### src/rtl/bus_sequencer.sv
// rtl/bus_sequencer.sv - multi-cycle control sequencer for a 16-bit shared-bus datapath
module bus_sequencer #(
  parameter int MEM_WAIT = 2
) (
  input  logic       Clk,
  input  logic       Reset,
  input  logic       Run,
  input  logic       Continue,
  input  logic [3:0] Opcode,
  input  logic       IR_5,
  input  logic       BEN,
  output logic       GatePC,
  output logic       GateMARMUX,
  output logic       GateMDR,
  output logic       GateALU,
  output logic       LD_MAR,
  output logic       LD_MDR,
  output logic       LD_IR,
  output logic       LD_BEN,
  output logic       LD_CC,
  output logic       LD_REG,
  output logic       LD_PC,
  output logic       LD_LED,
  output logic [1:0] PCMUX,
  output logic       ADDR1MUX,
  output logic [1:0] ADDR2MUX,
  output logic       SR1MUX,
  output logic       SR2MUX,
  output logic       DRMUX,
  output logic [1:0] ALUK,
  output logic       Mem_OE_n,
  output logic       Mem_WE_n
);

  typedef enum logic [4:0] {
    S_HALTED,
    S_FETCH1,
    S_FETCH2,
    S_FETCH3,
    S_DECODE,
    S_ALU,
    S_BR0,
    S_BR1,
    S_JMP,
    S_LDR1,
    S_LDR2,
    S_LDR3,
    S_STR1,
    S_STR2,
    S_STR3,
    S_PAUSE1,
    S_PAUSE2
  } state_t;

  // Memory states last wait_cnt+1 cycles; reload value makes the access MEM_WAIT cycles long.
  localparam logic [3:0] WAIT_INIT = 4'(MEM_WAIT - 1);

  state_t     state;
  state_t     state_next;
  logic [3:0] wait_cnt;
  logic       load_wait;
  logic       wait_done;

  assign wait_done = (wait_cnt == 4'd0);

  // State register; reset parks the sequencer in HALTED with an empty wait counter.
  always_ff @(posedge Clk) begin
    if (Reset) begin
      state <= S_HALTED;
    end else begin
      state <= state_next;
    end
  end

  // Wait counter: reloaded on the transition into a memory state, then counts down to zero.
  always_ff @(posedge Clk) begin
    if (Reset) begin
      wait_cnt <= 4'd0;
    end else if (load_wait) begin
      wait_cnt <= WAIT_INIT;
    end else if (!wait_done) begin
      wait_cnt <= wait_cnt - 4'd1;
    end
  end

  // Next-state selection and per-state control outputs; everything idles unless named below.
  always_comb begin
    state_next = state;
    load_wait  = 1'b0;
    GatePC     = 1'b0;
    GateMARMUX = 1'b0;
    GateMDR    = 1'b0;
    GateALU    = 1'b0;
    LD_MAR     = 1'b0;
    LD_MDR     = 1'b0;
    LD_IR      = 1'b0;
    LD_BEN     = 1'b0;
    LD_CC      = 1'b0;
    LD_REG     = 1'b0;
    LD_PC      = 1'b0;
    LD_LED     = 1'b0;
    PCMUX      = 2'b00;
    ADDR1MUX   = 1'b0;
    ADDR2MUX   = 2'b00;
    SR1MUX     = 1'b0;
    SR2MUX     = 1'b0;
    DRMUX      = 1'b0;
    ALUK       = 2'b00;
    Mem_OE_n   = 1'b1;
    Mem_WE_n   = 1'b1;

    case (state)
      S_HALTED: begin
        if (Run) begin
          state_next = S_FETCH1;
        end
      end

      S_FETCH1: begin
        GatePC     = 1'b1;
        LD_MAR     = 1'b1;
        PCMUX      = 2'b00;
        LD_PC      = 1'b1;
        load_wait  = 1'b1;
        state_next = S_FETCH2;
      end

      S_FETCH2: begin
        Mem_OE_n = 1'b0;
        if (wait_done) begin
          LD_MDR     = 1'b1;
          state_next = S_FETCH3;
        end
      end

      S_FETCH3: begin
        GateMDR    = 1'b1;
        LD_IR      = 1'b1;
        state_next = S_DECODE;
      end

      S_DECODE: begin
        LD_BEN = 1'b1;
        case (Opcode)
          4'b0001, 4'b0101, 4'b1001: state_next = S_ALU;
          4'b0000:                   state_next = S_BR0;
          4'b1100:                   state_next = S_JMP;
          4'b0110:                   state_next = S_LDR1;
          4'b0111:                   state_next = S_STR1;
          4'b1101:                   state_next = S_PAUSE1;
          default:                   state_next = S_FETCH1;
        endcase
      end

      S_ALU: begin
        SR1MUX  = 1'b1;
        SR2MUX  = IR_5;
        DRMUX   = 1'b0;
        GateALU = 1'b1;
        LD_REG  = 1'b1;
        LD_CC   = 1'b1;
        case (Opcode)
          4'b0101: ALUK = 2'b01;
          4'b1001: ALUK = 2'b10;
          default: ALUK = 2'b00;
        endcase
        state_next = S_FETCH1;
      end

      S_BR0: begin
        state_next = BEN ? S_BR1 : S_FETCH1;
      end

      S_BR1: begin
        ADDR1MUX   = 1'b0;
        ADDR2MUX   = 2'b10;
        PCMUX      = 2'b10;
        LD_PC      = 1'b1;
        state_next = S_FETCH1;
      end

      S_JMP: begin
        SR1MUX     = 1'b1;
        ADDR1MUX   = 1'b1;
        ADDR2MUX   = 2'b00;
        PCMUX      = 2'b10;
        LD_PC      = 1'b1;
        state_next = S_FETCH1;
      end

      S_LDR1, S_STR1: begin
        SR1MUX     = 1'b1;
        ADDR1MUX   = 1'b1;
        ADDR2MUX   = 2'b01;
        GateMARMUX = 1'b1;
        LD_MAR     = 1'b1;
        if (state == S_LDR1) begin
          load_wait  = 1'b1;
          state_next = S_LDR2;
        end else begin
          state_next = S_STR2;
        end
      end

      S_LDR2: begin
        Mem_OE_n = 1'b0;
        if (wait_done) begin
          LD_MDR     = 1'b1;
          state_next = S_LDR3;
        end
      end

      S_LDR3: begin
        GateMDR    = 1'b1;
        DRMUX      = 1'b0;
        LD_REG     = 1'b1;
        LD_CC      = 1'b1;
        state_next = S_FETCH1;
      end

      S_STR2: begin
        SR1MUX     = 1'b0;
        ALUK       = 2'b11;
        GateALU    = 1'b1;
        LD_MDR     = 1'b1;
        load_wait  = 1'b1;
        state_next = S_STR3;
      end

      S_STR3: begin
        Mem_WE_n = 1'b0;
        if (wait_done) begin
          state_next = S_FETCH1;
        end
      end

      S_PAUSE1: begin
        LD_LED = 1'b1;
        if (Continue) begin
          state_next = S_PAUSE2;
        end
      end

      S_PAUSE2: begin
        if (!Continue) begin
          state_next = S_FETCH1;
        end
      end

      default: begin
        state_next = S_HALTED;
      end
    endcase
  end

endmodule
### config.mk
export PLATFORM = sky130hd
export DESIGN_NAME = bus_sequencer
export DESIGN_NICKNAME = d
export VERILOG_FILES = /design/src/rtl/bus_sequencer.sv
export SDC_FILE = /design/constraint.sdc
export NUM_CORES = 1
export LEC_CHECK = 0
export CAP_MARGIN = 20
export CORE_UTILIZATION = 44
export CTS_CLUSTER_DIAMETER = 80
export DETAILED_ROUTE_END_ITERATION = 6
export PLACE_DENSITY = 0.86
export RECOVER_POWER = 50
export SKIP_CTS_REPAIR_TIMING = 1
export SYNTH_ARGS = -nofsm -noshare
export SYNTH_HDL_FRONTEND = slang
export SYNTH_SLANG_ARGS = --single-unit
### constraint.sdc
create_clock -name Clk -period 2.15 [get_ports Clk]
set_clock_uncertainty 0.2 [all_clocks]
set_input_delay 0.215 -clock Clk [delete_from_list [all_inputs] [get_ports Clk]]
set_output_delay 0.215 -clock Clk [all_outputs]
set_load 0.05 [all_outputs]
=== After elaboration in Yosys (flattened, before gate mapping) ===
Memory sizes are Yosys's and may differ from the RTL's.
Cells that the tools add are included.

* Bits in registers: 9
* Memories: 1
* ROM bits: 64
* Output and inout port bits: 24
* Input bits: 10
* Logic and storage cells: 80

* Reductions and logical operators: 16
* $add $sub $neg: 1
* Equal/unequal tests: 25
* Muxes and demuxes: 34

{| class="wikitable"
|+ Memory list
! memory !! words !! bits a word !! rd ports !! clocked after memory_dff !! write ports !! line !! source
|-
| (name not given) || 16 || 4 || 1 || 0 || 0 || 144 || <nowiki>case (Opcode)</nowiki>
|}

{| class="wikitable"
|+ Operators by type and width
! operator !! count
|-
| case mux 5 bit (13 select lines) || 1
|-
| == test 5 x 4 -> 1 bit (second input constant) || 8
|-
| 2-to-1 mux 5 bit || 6
|-
| == test 5 x 3 -> 1 bit (second input constant) || 4
|-
| 2-to-1 mux 1 bit || 19
|-
| OR reduction 2 bit || 8
|-
| != test 2 bit (second input constant) || 7
|-
| case mux 2 bit (2 select lines) || 3
|-
| == test 5 x 2 -> 1 bit (second input constant) || 2
|-
| OR reduction 3 bit || 3
|-
| OR reduction 4 bit || 2
|-
| 2-to-1 mux 3 bit || 2
|-
| AND reduction 6 bit || 1
|-
| == test 5 x 1 -> 1 bit (second input constant) || 1
|-
| == test 5 bit (second input constant) || 1
|-
| zero test 5 bit || 1
|-
| == test 4 x 3 -> 1 bit (second input constant) || 1
|-
| == test 4 bit (second input constant) || 1
|-
| zero test 4 bit || 1
|-
| case mux 1 bit (2 select lines) || 2
|-
| subtractor 4 x 1 -> 4 bit (second input constant) || 1
|-
| 2-to-1 mux 2 bit || 1
|}

=== Longest topological paths before layout ===
* Word-level depth: 4
* Gate-level depth with buffers: 7
* Mapped depth without buffers: 7

=== Worst setup path before layout ===
OpenSTA, ideal clock, no wires.

* Kind: register to output
* Start point: register state[2]
* End point: output LD_MAR
* Arrival: 2,708 ps
* Stages on the path, launching flop included: 5
* Setup slack: -973 ps
* Data required time: 1,735 ps
* Path buffers: 2
* Cells stage by stage: dfxtp_1 > buf_2 > buf_4 > nor4_1 > or2_1

* Cells in the longest elaborated chain, start to end: 3
* Elaborated cells between the ends (all ways): 5
* Classes of those cells: eq/ne: 3; mux: 1; reduce/logical: 1

{| class="wikitable"
|+ RTL lines
! what !! line !! source
|-
| start, declared || 58 || <nowiki>state_t state;</nowiki>
|-
| start signal, assigned || 71 || <nowiki>state <= state_next;</nowiki>
|-
| == test 5 x 4 -> 1 bit or == test 5 x 1 -> 1 bit (tied branches) || 112 || <nowiki>case (state)</nowiki>
|-
| OR reduction 3 bit (no source line) (*) || n/a ||
|-
| 2-to-1 mux 1 bit (*) || 112 ||
|-
| end, declared || 16 || <nowiki>output logic LD_MAR,</nowiki>
|}

Every way passes the cells marked *; elsewhere a longest branch is shown, timed or not.

=== Final worst setup path ===
* Start point: register state[1]
* End point: output LD_PC

* Cells in the longest elaborated chain, start to end: 3
* Elaborated cells between the ends (all ways): 5
* Classes of those cells: eq/ne: 3; mux: 1; reduce/logical: 1

{| class="wikitable"
|+ RTL lines
! what !! line !! source
|-
| == test 5 x 4 -> 1 bit, or another cell as far along || 112 ||
|-
| OR reduction 3 bit (no source line) (*) || n/a ||
|-
| 2-to-1 mux 1 bit (*) || 112 ||
|-
| end, declared || 22 || <nowiki>output logic LD_PC,</nowiki>
|}

Marks and branches as above.

==> summary.md <==
| Metric | Value |
|---|---|
| Ys Warns | `0` |
| Routed len/inst | `13.7 µm` |
| Finished Layout Cells | `193` |
| Nets | `178` |
| Synth cell types | `45` |
| Initial Util | `0.473` |
| PD cells | `1010 mW/mm²` |
| First-pass GRT wire length | `4530 µm` |
| Synth area leaders | `dfxtp_1, nor2_1, nand2b_1` |
| DRC viols | `0` |
| Crit end category | `output pin` |
| Max Cap Viol | `0` |
| Via Count | `1102` |
| Pin count of the biggest net entering global routing | `14` |
| Number of synthesized flops with an enable pin | `0` |
| CTS Buffer Depth | `2` |
| Num CTS Buffers | `3` |
| Num Clock Sinks | `9` |
| Die extent in y | `48.4 µm` |
| Root Buffer | `clkbuf_4` |
| Worst-Margin Slew | `0.516 ns` |
| Tot GR Track Use | `0.246` |
| Fin. max-slew vios | `0` |
| Vias in the first global route | `1022` |
| Die Wd | `48.4 µm` |
| Layout cells sized above 1 | `0.319` |
| Worst endpoint data arrival time | `1.66 ns` |
| Critical setup path kind | `flop to output pin` |
| Die ar. | `0.00234 mm²` |
| Post-Syn Area | `947 µm²` |
| Port buffer count | `31` |
| Number of H-tree levels | `1` |
| Final setup vio count | `0` |
| Clk slew on worst S/H paths | `0.05 ns` |
| Critical path startpoint category | `flop` |
| Tot Pwr | `1.51 mW` |
| Sequential fraction of the synthesis area | `0.190` |
| Io pins | `34` |
| TritonRoute pass-1 iters | `4` |
| Synth Area in Adders | `0.0132` |
| Initial antenna violation count | `0` |
| Post-DP HPWL | `2070 µm` |
| Status | `complete, no violations` |
| ANT cells | `0` |
| Syn avg cell area | `6.96 µm²` |
| RSZ-0062 raised after global routing | `false` |
| Area fraction in compound gates after synthesis | `0.166` |
| Iteration-0 DRC count of the detailed router | `31` |
| Period utilisation layout | `0.964` |
| GR Overflow Total | `0` |
| Synth Flop Type | `dfxtp_1` |
| Critical path fanouts, max | `13` |
| Worst skew pair latency | `0.26 ns` |
| Synth Area in Simple Gates | `0.456` |
| Antenna viol nets, final | `0` |
| Worst EP required | `1.74 ns` |
| Ys async rst share | `0` |
| WHS | `0.340 ns` |
| Worst setup margin | `0.0780 ns` |
| Core area | `0.00200 mm²` |
| Post-Synth XOR/XNOR Area | `0.0462` |
| Crit path time final | `2.07 ns` |
| Top-area cell type share of the netlist area | `0.190` |
| Area grow syn2layout | `57.7%` |
| HP Class | `flop to flop` |
| Post-Syn Instances | `136` |
| Row count | `16` |
| Post-Place Worst Slack | `0.170 ns` |
| WL final | `2650 µm` |
| Post-synthesis mux area share | `0.0225` |
| CTS tree | `done` |
| Worst vdd ir | `0.000631 V` |
| Endpoints failing hold | `0` |
| F_max | `483 MHz` |
| Yosys reg bits | `9` |
| Worst slew margin relative to its limit | `0.655` |
| Vias/cell | `5.71` |
| Area leader, netlist | `dfxtp_1` |
| Routability cong. | `0.889` |
| Main combinational cell family by area after synthesis | `simple AND/OR/NAND/NOR gates` |
| Post-Place Cells | `188` |
| Leak Pwr | `0.585 nW` |
## cell families (layout without fill, tap and decap cells)
kind of cell	after synthesis	in the layout
XOR/XNOR	5	5
multiplexers	2	2
AND/OR/NAND/NOR	78	78
AO/OA/AOI/OAI	23	23
other	1	2
flip-flops	9	9
adder cells (fa/ha/maj)	1	1
buffers and inverters	17	46
## state kept, by name, summed over array words and instances, names as in the netlist
name,count
state,5
wait_cnt,4
## cells in the mapped netlist (3+ instances only)
master     n
nor2_1    23
nor3_1    11
nand2_1   10
dfxtp_1    9
nand2b_1   9
a21oi_1    7
buf_4      6
clkbuf_1   5
or3_1      4
nand3b_1   3
nor2b_1    3
o21a_1     3
or2_1      3
xor2_1     3
## worst paths after layout
| kind | start | end | slack [ns] | depth (start not counted) |
|---|---|---|---|---|
| setup / recovery | state[1]$_SDFFE_PP0P_ | LD_PC | 0.08 | 5 |
| hold / removal | wait_cnt[1]$_SDFFE_PP0N_ | wait_cnt[1]$_SDFFE_PP0N_ | 0.34 | 2 |
| setup reg to reg | state[4]$_SDFFE_PP0P_ | state[4]$_SDFFE_PP0P_ | 0.18 | 5 |
| hold reg to reg | wait_cnt[1]$_SDFFE_PP0N_ | wait_cnt[1]$_SDFFE_PP0N_ | 0.34 | 2 |
## cells in the final DEF (no fill, tap or decap), types with 2 or more instances in the layout
| cell type | count |
|---|---|
| buf_4 | 10 |
| clkbuf_2 | 2 |
| buf_12 | 16 |
| nor3_2 | 4 |
| clkbuf_1 | 2 |
| nand2_1 | 10 |
| dlymetal6s2s_1 | 2 |
| clkbuf_4 | 3 |
| dfxtp_2 | 4 |
| a211oi_1 | 2 |
| xor2_1 | 3 |
| nor2_2 | 4 |
| a21oi_1 | 7 |
| nor2_1 | 19 |
| dfxtp_1 | 5 |
| xnor2_1 | 2 |
| nand2b_1 | 8 |
| or3_1 | 4 |
| clkdlybuf4s50_1 | 9 |
| inv_1 | 2 |
| nor2b_1 | 3 |
| o21a_1 | 3 |
| nand3b_1 | 3 |
| nand3_1 | 2 |
| conb_1 | 2 |
| or2_1 | 2 |
| nor3_1 | 9 |
## where the power goes
group	internal [mW]	switching (mW)	total, mW
Combinational	0.492	0.583	1.07
Clock	0.0712	0.0545	0.126
Sequential	0.217	0.0928	0.310
## per-layer routing
| layer | vias to the layer above | wire [µm] | track usage |
|---|---|---|---|
| met1 | 520 | 1100 | 0.308 |
| met3 | 8 | 136 | 0.0377 |
| met4 | 0 | 72 | 0.0980 |
| li1 | 528 | - | - |
| met5 | - | 0 | 0 |
| met2 | 46 | 1350 | 0.420 |
## through the flow
| stage | instance area (µm²) | setup TNS, ns | util |
|---|---|---|---|
| 2_1_floorplan | 996 | -0.161 | - |
| 3_3_place_gp | 1510 | 0 | 0.753 |
| 3_5_place_dp | 1510 | 0 | 0.753 |
| 4_1_cts | 1530 | -0.0903 | 0.766 |
| 5_1_grt | 1490 | 0 | 0.746 |
| 6_report | 1490 | 0 | 0.746 |
## critical path, stage by stage (launching register included)
cell and delay, ns:
dfxtp_2 0.39, nand2b_2 0.24, o32a_1 0.32, nor2_2 0.17, or2_4 0.16, buf_12 0.13
## cell type report
cell class	count	area (µm²)
repair buffers	40	524
flip-flops and latches	9	185
multi-input cells	111	717
inverters	2	7.51
clock buffers	4	26.3
well taps	27	33.8
fillers	146	508
No activity file was read; power rests on OpenSTA's default activity.
